File: config.mk
export PLATFORM = sky130hd
export DESIGN_NAME = nco_voice_scheduler
export DESIGN_NICKNAME = d
export VERILOG_FILES = /design/src/rtl/nco_voice_scheduler_pkg.sv /design/src/rtl/nco_voice_scheduler_phase_bank.sv /design/src/rtl/nco_voice_scheduler.sv
export SDC_FILE = /design/constraint.sdc
export NUM_CORES = 1
export LEC_CHECK = 0
export CORE_ASPECT_RATIO = 1.25
export CORE_MARGIN = 10
export CORE_UTILIZATION = 35
export CTS_CLUSTER_DIAMETER = 60
export DETAILED_ROUTE_END_ITERATION = 10
export GPL_TIMING_DRIVEN = 0
export RECOVER_POWER = 50
export SLEW_MARGIN = 20
export SYNTH_ARGS = -nofsm -noshare
export SYNTH_HDL_FRONTEND = slang
export SYNTH_SLANG_ARGS = --single-unit
File: constraint.sdc
create_clock -name clk -period 7.1 [get_ports clk]
set_input_delay 2.13 -clock clk [delete_from_list [all_inputs] [get_ports clk]]
set_output_delay 2.13 -clock clk [all_outputs]
set_load 0.005 [all_outputs]
File: src/rtl/nco_voice_scheduler_pkg.sv
// Shared audio definitions for the multi-voice NCO scheduler: default widths
// and the sweep state encoding.
package nco_voice_scheduler_pkg;

  localparam int NCO_NUM_VOICES = 4;
  localparam int NCO_FCW_W      = 24;
  localparam int NCO_LUT_AW     = 8;
  localparam int NCO_SAMPLE_W   = 14;

  typedef enum logic [1:0] {
    IDLE  = 2'd0,
    FETCH = 2'd1,
    DONE  = 2'd2
  } sched_state_t;

endpackage

File: src/rtl/nco_voice_scheduler_phase_bank.sv
// Per-voice frequency word, enable and phase registers. One config write port
// and one update port; a second read port gives the table address of any voice.
module nco_phase_bank
  import nco_voice_scheduler_pkg::*;
#(
  parameter int  NUM_VOICES = NCO_NUM_VOICES,
  parameter int  FCW_W      = NCO_FCW_W,
  parameter int  LUT_AW     = NCO_LUT_AW,
  localparam int VW         = $clog2(NUM_VOICES)
) (
  input  logic              clk,
  input  logic              rst,
  input  logic              cfg_we_i,
  input  logic [VW-1:0]     cfg_voice_i,
  input  logic [FCW_W-1:0]  cfg_fcw_i,
  input  logic              cfg_en_i,
  input  logic              upd_i,
  input  logic [VW-1:0]     upd_voice_i,
  output logic              upd_en_o,
  input  logic [VW-1:0]     look_voice_i,
  output logic [LUT_AW-1:0] look_addr_o
);

  logic [FCW_W-1:0]      phase_q [NUM_VOICES];
  logic [FCW_W-1:0]      fcw_q   [NUM_VOICES];
  logic [NUM_VOICES-1:0] en_q;

  assign upd_en_o    = en_q[upd_voice_i];
  assign look_addr_o = phase_q[look_voice_i][FCW_W-1 -: LUT_AW];

  always_ff @(posedge clk) begin
    if (rst) begin
      for (int i = 0; i < NUM_VOICES; i++) begin
        phase_q[i] <= '0;
        fcw_q[i]   <= '0;
      end
      en_q <= '0;
    end else begin
      if (upd_i && en_q[upd_voice_i])
        phase_q[upd_voice_i] <= phase_q[upd_voice_i] + fcw_q[upd_voice_i];
      // A config write lands after the update: the sweep uses the old fcw/en,
      // and a disable clears the phase even if that voice advanced this cycle.
      if (cfg_we_i) begin
        fcw_q[cfg_voice_i] <= cfg_fcw_i;
        en_q[cfg_voice_i]  <= cfg_en_i;
        if (!cfg_en_i)
          phase_q[cfg_voice_i] <= '0;
      end
    end
  end

endmodule

File: src/rtl/nco_voice_scheduler.sv
// Sweeps one phase-accumulate + shared sine lookup across all voices per
// next_sample tick and emits the mixed sample. NCO_SCHED_OVERRUN_EN adds a
// sticky overrun flag for ticks that arrive while a sweep is running.
module nco_voice_scheduler
  import nco_voice_scheduler_pkg::*;
#(
  parameter int  NUM_VOICES = NCO_NUM_VOICES,
  parameter int  FCW_W      = NCO_FCW_W,
  parameter int  LUT_AW     = NCO_LUT_AW,
  parameter int  SAMPLE_W   = NCO_SAMPLE_W,
  parameter int  MIX_W      = SAMPLE_W + $clog2(NUM_VOICES),
  localparam int VW         = $clog2(NUM_VOICES)
) (
  input  logic                       clk,
  input  logic                       rst,
  input  logic                       cfg_we,
  input  logic [VW-1:0]              cfg_voice,
  input  logic [FCW_W-1:0]           cfg_fcw,
  input  logic                       cfg_en,
  input  logic                       next_sample,
  output logic [LUT_AW-1:0]          lut_addr,
  input  logic signed [SAMPLE_W-1:0] lut_data,
  output logic signed [MIX_W-1:0]    mix_out,
  output logic                       mix_valid,
  output logic                       busy,
`ifdef NCO_SCHED_OVERRUN_EN
  output logic                       overrun,
`endif
  output sched_state_t               dbg_state
);

  sched_state_t             state_q;
  logic [VW-1:0]            v_q;
  logic signed [MIX_W-1:0]  acc_q, acc_d;
  logic [LUT_AW-1:0]        lut_addr_q;
  logic signed [MIX_W-1:0]  mix_q;
  logic                     mix_valid_q;
  logic                     busy_q;
  logic                     upd;
  logic                     upd_en;
  logic [VW-1:0]            look_v;
  logic [LUT_AW-1:0]        look_addr;

  assign upd = (state_q == FETCH);
  // Outside a sweep the address tracks voice 0 so the first slot has its data ready.
  assign look_v = upd ? v_q + VW'(1) : '0;
  assign acc_d  = upd_en ? acc_q + MIX_W'(lut_data) : acc_q;

  nco_phase_bank #(
    .NUM_VOICES (NUM_VOICES),
    .FCW_W      (FCW_W),
    .LUT_AW     (LUT_AW)
  ) u_bank (
    .clk          (clk),
    .rst          (rst),
    .cfg_we_i     (cfg_we),
    .cfg_voice_i  (cfg_voice),
    .cfg_fcw_i    (cfg_fcw),
    .cfg_en_i     (cfg_en),
    .upd_i        (upd),
    .upd_voice_i  (v_q),
    .upd_en_o     (upd_en),
    .look_voice_i (look_v),
    .look_addr_o  (look_addr)
  );

  always_ff @(posedge clk) begin
    if (rst) begin
      state_q     <= IDLE;
      v_q         <= '0;
      acc_q       <= '0;
      lut_addr_q  <= '0;
      mix_q       <= '0;
      mix_valid_q <= 1'b0;
      busy_q      <= 1'b0;
    end else begin
      lut_addr_q  <= look_addr;
      mix_valid_q <= 1'b0;
      unique case (state_q)
        IDLE: begin
          if (next_sample) begin
            state_q <= FETCH;
            v_q     <= '0;
            acc_q   <= '0;
            busy_q  <= 1'b1;
          end
        end
        FETCH: begin
          acc_q <= acc_d;
          v_q   <= v_q + VW'(1);
          if (v_q == VW'(NUM_VOICES - 1))
            state_q <= DONE;
        end
        DONE: begin
          mix_q       <= acc_q;
          mix_valid_q <= 1'b1;
          busy_q      <= 1'b0;
          state_q     <= IDLE;
        end
        default: state_q <= IDLE;
      endcase
    end
  end

`ifdef NCO_SCHED_OVERRUN_EN
  logic overrun_q;

  always_ff @(posedge clk) begin
    if (rst)
      overrun_q <= 1'b0;
    else if (next_sample && busy_q)
      overrun_q <= 1'b1;
  end

  assign overrun = overrun_q;
`endif

  assign lut_addr  = lut_addr_q;
  assign mix_out   = mix_q;
  assign mix_valid = mix_valid_q;
  assign busy      = busy_q;
  assign dbg_state = state_q;

endmodule

==> metrics list <==
* Final count of hold timing violations: 0
- Share of flip-flops with an asynchronous set or reset after synthesis: 0
* Master of the slowest instance on the critical path: sky130_fd_sc_hd__o21ai_0
* Flop and latch count out of synthesis: 244
- Top-area cell type share of the netlist area: 0.247
- Summed over all cells, the static leakage comes to 0.00542 µW.
- Register area share after synthesis: 0.487
- The total overflow left after global routing is 0.
- Category of the most critical setup path: in -> reg
- The final layout contains routed wiring with a total length of 32,700 µm.
- After synthesis the cells add up to 0.0120 mm².
- IR Drop Worst-Case VDD: 92.2 µV
- In the routed design, unresolved DRC markers number 0.
- The worst setup path is launched from an input pin.
- Routability-driven placement finished with a final weighted congestion of 0.923.
- Average via count per standard cell: 5.47
- H-tree levels: 1
- Cell type group with the largest total delay on the critical path: compound AO/OA/AOI/OAI gates
* Max-cap violations: 1
- CP endpoint kind: flip-flop
- OpenSTA, run right after detailed placement, puts the worst setup slack at 2.18 ns.
* Main combinational cell family by area after synthesis: compound AO/OA/AOI/OAI gates
- The area growth from synthesis to layout is 17.1%.
- Number of enable flip-flop cells after synthesis: 96
- Rows: 75
* Number of buffers inserted during clock tree synthesis: 27
* Post-synth net total: 1,211
- Via count of the first global-routing pass: 9,198
- After clock tree synthesis, the clock-pin slew on the worst setup and hold paths is 0.06 ns.
- After synthesis, the mean cell area works out to 10.7 µm².
- Synthesis instantiated 72 different standard cells from the library.
* Upper clock frequency limit: 0.191 GHz
- Fraction of layout instances using a drive strength above 1: 0.118
- Number of antenna violations at the first check in global routing: 0
- Power density over the cells: 228 mW/mm²
* Number of instances in the synthesized netlist: 1,125
* Post-synth top area cell: sky130_fd_sc_hd__dfxtp_1
- Setup total negative slack: 0 ns
- For the worst-skew pair, the clock arrives at the later sink with an insertion delay of 0.55 ns.
- For the worst setup path, the data required time is 7.25 ns.
- After clock tree synthesis, the flow added hold-fix buffers numbering 0.
- The worst pin sits at a relative slew slack of -0.414.
* Average wire per standard cell: 19.6 µm
- XOR/XNOR share of the synthesized area: 0.0274
- Biggest fanout along the worst timing path: 14
- Setup repair after global routing left no endpoint under its margin.
* Clock root cell: sky130_fd_sc_hd__clkbuf_16
- Multiplexer share of the synthesized area: 0.101
- Count of buffers added by post-CTS timing repair for setup: 0
* Number of nets still failing antenna checks after routing: 0
- Number of clock sinks: 244
- The flow ran to the end, but the final reports show violations.
- Setup violations remaining at the end of the flow were counted as 0.
- TritonCTS built the clock tree.
- In the post-route analysis, the smallest setup slack over all paths is 1.86 ns.
* Pre-Repair DR Iteration Count: 7
- The worst path needs 5.24 ns of the cycle, external delays included.
* Most frequent cell after synthesis: sky130_fd_sc_hd__dfxtp_1
- From left edge to right edge, the die measures 186 µm.
* # diodes: 0
- The initial utilization of the core area, before any placement, comes to 0.356.
- On the final layout, the worst clock skew is 0.0254 ns.
- Count of pins over their slew limit: 13
- Hold WC Path Type: reg -> reg
- Port buffer count: 69
- Cts repair resizes: 0
- Fill cells in the final layout number 3,302.
* Total die area: 0.0422 mm²
- In the synthesized netlist the dominant register cell turns out to be sky130_fd_sc_hd__dfxtp_1.
- Of the total synthesized cell area, the portion taken by full adders, half adders and majority gates is 0.0439.
* CP Data Arrival Time: 5.39 ns
* Failing checks: capacitance limit, slew limit
* Buffers from clock root to sink, at most: 3
* GR Util All Layers: 0.154
- Sequence of cells on the critical path: dlygate4sd3_1 > nand2_1 > o21ai_0 > clkbuf_1
- For this run, the slowest stage of the critical path takes 1.59 ns.
* Maximum number of pins on one net before global-route repair: 25
* Warnings, synthesis: 0
- The post-synthesis compound-gate area fraction is 0.158.
* Post-layout nets: 1,310
* Buf+Inv Stages, Crit Path: 2
- Core Region: 0.0338 mm²
- During I/O placement, the number of pins put on the boundary was 73.
- Via count: 9,125
- Wire length of the first global-routing pass: 51,100 µm
* Synth area leaders: sky130_fd_sc_hd__dfxtp_1, sky130_fd_sc_hd__edfxtp_1, sky130_fd_sc_hd__mux4_2
* Simple-gate area share of the yosys netlist: 0.146
* Drt initial violations: 677
- By count the netlist is led by sky130_fd_sc_hd__dfxtp_1, sky130_fd_sc_hd__nor2_1, sky130_fd_sc_hd__nand2_1, sky130_fd_sc_hd__edfxtp_1, sky130_fd_sc_hd__a21oi_1.
- Measured along the y axis, the die boundary spans 227 µm.
- Final cycle utilization of the critical path: 0.738
* Slew @ Worst Pin: 2.10 ns
- Detailed placement HPWL: 23,100 µm
[cell type report]
| type | count | area [µm²] | share of cell area |
|---|---|---|---|
| plain buffers | 68 | 288 | 0.0205 |
| multi-input cells | 773 | 5710 | 0.406 |
| well taps | 423 | 529 | 0.0376 |
| repair buffers | 70 | 694 | 0.0494 |
| clock inverters | 21 | 170 | 0.0121 |
| inverters | 40 | 150 | 0.0107 |
| clock buffers | 28 | 679 | 0.0483 |
| flip-flops and latches | 244 | 5850 | 0.416 |
[worst reg2reg max path: stages (launching register included)]
cell	delay (ns)
sky130_fd_sc_hd__dfxtp_1	0.37
sky130_fd_sc_hd__buf_2	0.38
sky130_fd_sc_hd__clkbuf_1	0.64
sky130_fd_sc_hd__buf_2	0.43
sky130_fd_sc_hd__mux4_2	0.38
sky130_fd_sc_hd__ha_1	0.40
sky130_fd_sc_hd__nand2_2	0.11
sky130_fd_sc_hd__nor3b_2	0.28
sky130_fd_sc_hd__o2111ai_1	0.21
sky130_fd_sc_hd__o31ai_2	0.54
sky130_fd_sc_hd__a41oi_2	0.23
sky130_fd_sc_hd__xnor2_2	0.22
sky130_fd_sc_hd__a22o_1	0.23
[where the power goes]
part           total (µW)  internal, µW  switching [µW]
Clock                1360           770             588
Combinational         324           121             203
Sequential           1520          1510            15.2
[metal layers]
metal	vias up	global-route usage	wire (µm)
li1	4355	-	-
met1	4384	0.186	13700
met2	318	0.266	15900
met3	68	0.0276	2100
met4	0	0.0586	1030
met5	-	0	0
[per-stage QoR]
| stage | cell area, µm² | power, µW | util | hold slack [ns] | cells |
|---|---|---|---|---|---|
| floorplan | 12000 | 1770 | - | 0.420 | 1125 |
| global placement | 13200 | 1880 | 0.392 | 0.433 | 1617 |
| detailed placement | 13300 | 1880 | 0.393 | 0.443 | 1618 |
| CTS | 14100 | 3240 | 0.418 | 0.452 | 1667 |
| global route | 14100 | 3320 | 0.416 | 0.478 | 1667 |
| finish | 14100 | 3210 | 0.416 | 0.452 | 1667 |
[state kept, by name, indices dropped and copies added, names as in the netlist, named ones only]
signal,count
lut_addr,8
u_bank.en_q,4
busy,1
v_q,2
mix_out,16
u_bank.phase_q,96
acc_q,16
dbg_state,2
u_bank.fcw_q,96
mix_valid,1
[logic make-up after synthesis]
group | count (synthesis)
flops | 244
xor+xnor | 35
buf+inv | 108
compound gates | 267
mux | 61
fa+ha+maj | 41
simple gates | 369
[final timing paths]
kind	start	to	slack, ns	cells after the start
max	cfg_we	u_bank.fcw_q[1][16]	1.86	4
min reg2reg	u_bank.phase_q[3][10]	u_bank.phase_q[3][10]	0.45	2
min	u_bank.phase_q[3][10]	u_bank.phase_q[3][10]	0.45	2
max reg2reg	flip-flop	u_bank.phase_q[3][17]	2.57	12
[placed cells by master (no fill, tap or decap), drive strengths merged, types with 3 or more instances in the layout]
cell type,count
nor2,125
mux4,48
o211ai,5
ha,39
a21oi,64
a31oi,14
o21bai,5
clkdlybuf4s50,37
dlygate4sd3,32
nand3,31
a21o,8
clkinvlp,6
nor3,25
a211oi,18
nand4,11
nor2b,15
nand2,104
edfxtp,96
nor3b,3
xor2,15
inv,42
xnor2,20
buf,27
dfxtp,148
a22o,54
and3,7
a221oi,3
and2,27
or2,3
o21ai,39
nand2b,10
clkinv,11
clkbuf,70
a22oi,17
a41oi,6
o31ai,13
mux2i,13
o21a,7
Note: power is estimated with default switching activity, not from simulation.
==> edit (config.mk and constraints unchanged) <==
Build with the macro `NCO_SCHED_OVERRUN_EN` defined.
--- a/src/rtl/nco_voice_scheduler.sv
+++ b/src/rtl/nco_voice_scheduler.sv
@@ -2,4 +2,6 @@
 // next_sample tick and emits the mixed sample. NCO_SCHED_OVERRUN_EN adds a
 // sticky overrun flag for ticks that arrive while a sweep is running.
+`define NCO_SCHED_OVERRUN_EN
+
 module nco_voice_scheduler
   import nco_voice_scheduler_pkg::*;
Check against the original RTL (old outputs only; new: overrun): same outputs for any inputs over 4 cycles, from zero or initial values and one cycle with rst high; that may be too few to reach the edited logic, so the function may still have changed.
==> edit against the unedited design <==
- the flow still finishes with violations (capacitance limit, slew limit)
- area after synthesis shrank 3.0%
- sequential cell count grew 1
- first-iteration DRC count up 15%
- clock skew grew 0.0053 ns
- highest routed layer unchanged
- sequential share of layout area up 1.1 points
- via count fell by 2.1%
- worst setup slack worse by 0.12 ns
- wire length fell by 3.7%
- global-route usage decreased by 0.33 points
- combinational power down 5%
- final area down 2.3%
- total power fell by 0.31%
==> edit: results (changes against the unedited design) <==
| Step | Metric | Reported | vs unedited |
|:---|:---|:---|:---|
| final layout | Share of final-layout standard cells stronger than drive strength 1 | 0.0907 | was 0.118 |
| placement | Number of input and output port buffers inserted | 71 | was 69 |
| setup path | Crit path arrival time | 5.51 ns | was 5.39 ns |
| placement | Routability Congestion | 0.908 | was 0.923 |
| run status | Failing checks | capacitance limit, slew limit | unchanged |
| logic synthesis | Average instance area after synthesis | 10.5 um2 | was 10.7 um2 |
| sta | Max Transition Viols Final | 14 | was 13 |
| logic synthesis | Net count after synthesis | 1200 | was 1211 |
| placement | Placed Instances | 1604 | was 1618 |
| detailed routing | Drt total wl | 31500 um | was 32700 um |
| detailed routing | DRT iter0 DRCs | 776 | was 677 |
| sta | Slew at the pin closest to its max-slew limit | 2.38 ns | was 2.10 ns |
| grt | Initial antenna violation count | 0 | unchanged |
| detailed routing | DR WL/cell | 19.0 um | was 19.6 um |
| logic synthesis | Ranking of synthesized cells by area | dfxtp_1 26%, edfxtp_1 25%, mux4_2 9.3% | was dfxtp_1 25%, edfxtp_1 24%, mux4_2 9.0% |
| power and ir drop | Worst vdd rail ir drop | 170 uV | was 92.2 uV |
| logic synthesis | Top cell types by occurrence after synthesis | 149 x dfxtp_1, 131 x nor2_1, 125 x nand2_1 | was 148 x dfxtp_1, 123 x nor2_1, 102 x nand2_1 |
| final layout | Layout fillers | 3200 | was 3302 |
| logic synthesis | Number of distinct library cells after synthesis | 56 | was 72 |
| clocking | Resize count post-CTS | 0 | unchanged |
| detailed routing | Detailed-route vias per instance | 5.40 | was 5.47 |
| clocking | Clock-pin slew reported for the worst setup and hold paths after clock tree synthesis | 0.06 ns | about the same |
| sta | Fin Clk Skew | 0.0307 ns | was 0.0254 ns |
| flow run | Max Cap Viol | 1 | unchanged |
| grt | Global-route wire length before repair | 49500 um | was 51100 um |
| grt | Tot GR Track Use | 0.151 | was 0.154 |
| placement | Total half-perimeter wirelength after legalization and detailed placement | 22300 um | was 23100 um |
| run status | Status | complete, but fails checks | unchanged |
| power and ir drop | Static leakage | 5.23 nW | was 5.42 nW |
| final layout | Count of antenna diodes in the layout | 0 | unchanged |
| detailed routing | TritonRoute pass-1 iters | 5 | was 7 |
| setup path | Critical path peak fanout | 13 | was 14 |
| logic synthesis | Sequential share of the synthesized area | 0.503 | was 0.487 |
| grt | Via count of the first global-routing pass | 8966 | was 9198 |
edit: cell count changes after synthesis, sizes merged, moves of 6 or more:
| cell | unedited run | this run |
|---|---|---|
| clkbuf | 36 | 42 |
| a211oi | 18 | 10 |
| o31ai | 13 | 3 |
| buf | 32 | 23 |
| nor3 | 25 | 13 |
| o21ai | 39 | 61 |
| nor2 | 125 | 132 |
| a22o | 54 | 46 |
| mux2i | 13 | 3 |
| nand2 | 104 | 125 |
| a311oi | 0 | 8 |
edit: final timing paths:
kind	start	slack [ns]	to
max reg2reg	flip-flop	2.40	u_bank.phase_q[1][21]
min reg2reg	u_bank.phase_q[1][8]	0.46	u_bank.phase_q[1][8]
min	u_bank.phase_q[1][8]	0.46	u_bank.phase_q[1][8]
max	cfg_voice[0]	1.74	u_bank.fcw_q[1][14]
edit: cell type report:
type | instances | area share
flip-flops and latches | 245 | 0.427
multi-input cells | 764 | 0.391
clock buffers | 37 | 0.0557
repair buffers | 72 | 0.0520
well taps | 418 | 0.0380
plain buffers | 65 | 0.0194
inverters | 40 | 0.0109
clock inverters | 12 | 0.00683
edit: metal layers:
| metal | share of wire | track usage |
|---|---|---|
| met3 | 0.054 | 0.0253 |
| met5 | 0 | 0 |
| met4 | 0.027 | 0.0493 |
| met2 | 0.48 | 0.257 |
| met1 | 0.44 | 0.190 |
edit: per-stage QoR:
step                      setup WS [ns]  cell area (um2)
after floorplan                    2.56            11700
after global placement            0.414            12900
after detailed placement           2.11            12900
after CTS                          2.37            13800
after global routing               1.50            13700
final                              1.74            13700
edit: cells by family after synthesis:
| family | after synthesis | share of synthesized area |
|---|---|---|
| buffers and inverters | 105 | 0.0362 |
| AND/OR/NAND/NOR | 373 | 0.143 |
| AO/OA/AOI/OAI | 262 | 0.150 |
| XOR/XNOR | 37 | 0.0278 |
| flip-flops | 245 | 0.503 |
| multiplexers | 51 | 0.0953 |
| adder cells (fa/ha/maj) | 41 | 0.0453 |
edit: critical path, cell delays in order:
cell	delay, ns
dlygate4sd3_1	0.70
nand2_1	0.12
o21ai_0	1.79
clkbuf_1	0.76
edit: power breakdown:
| group | switching (mW) | leakage [nW] | total [mW] | internal [mW] |
|---|---|---|---|---|
| Sequential | 0.0165 | 2.15 | 1.53 | 1.52 |
| Clock | 0.568 | 0.417 | 1.36 | 0.790 |
| Combinational | 0.192 | 2.67 | 0.307 | 0.114 |
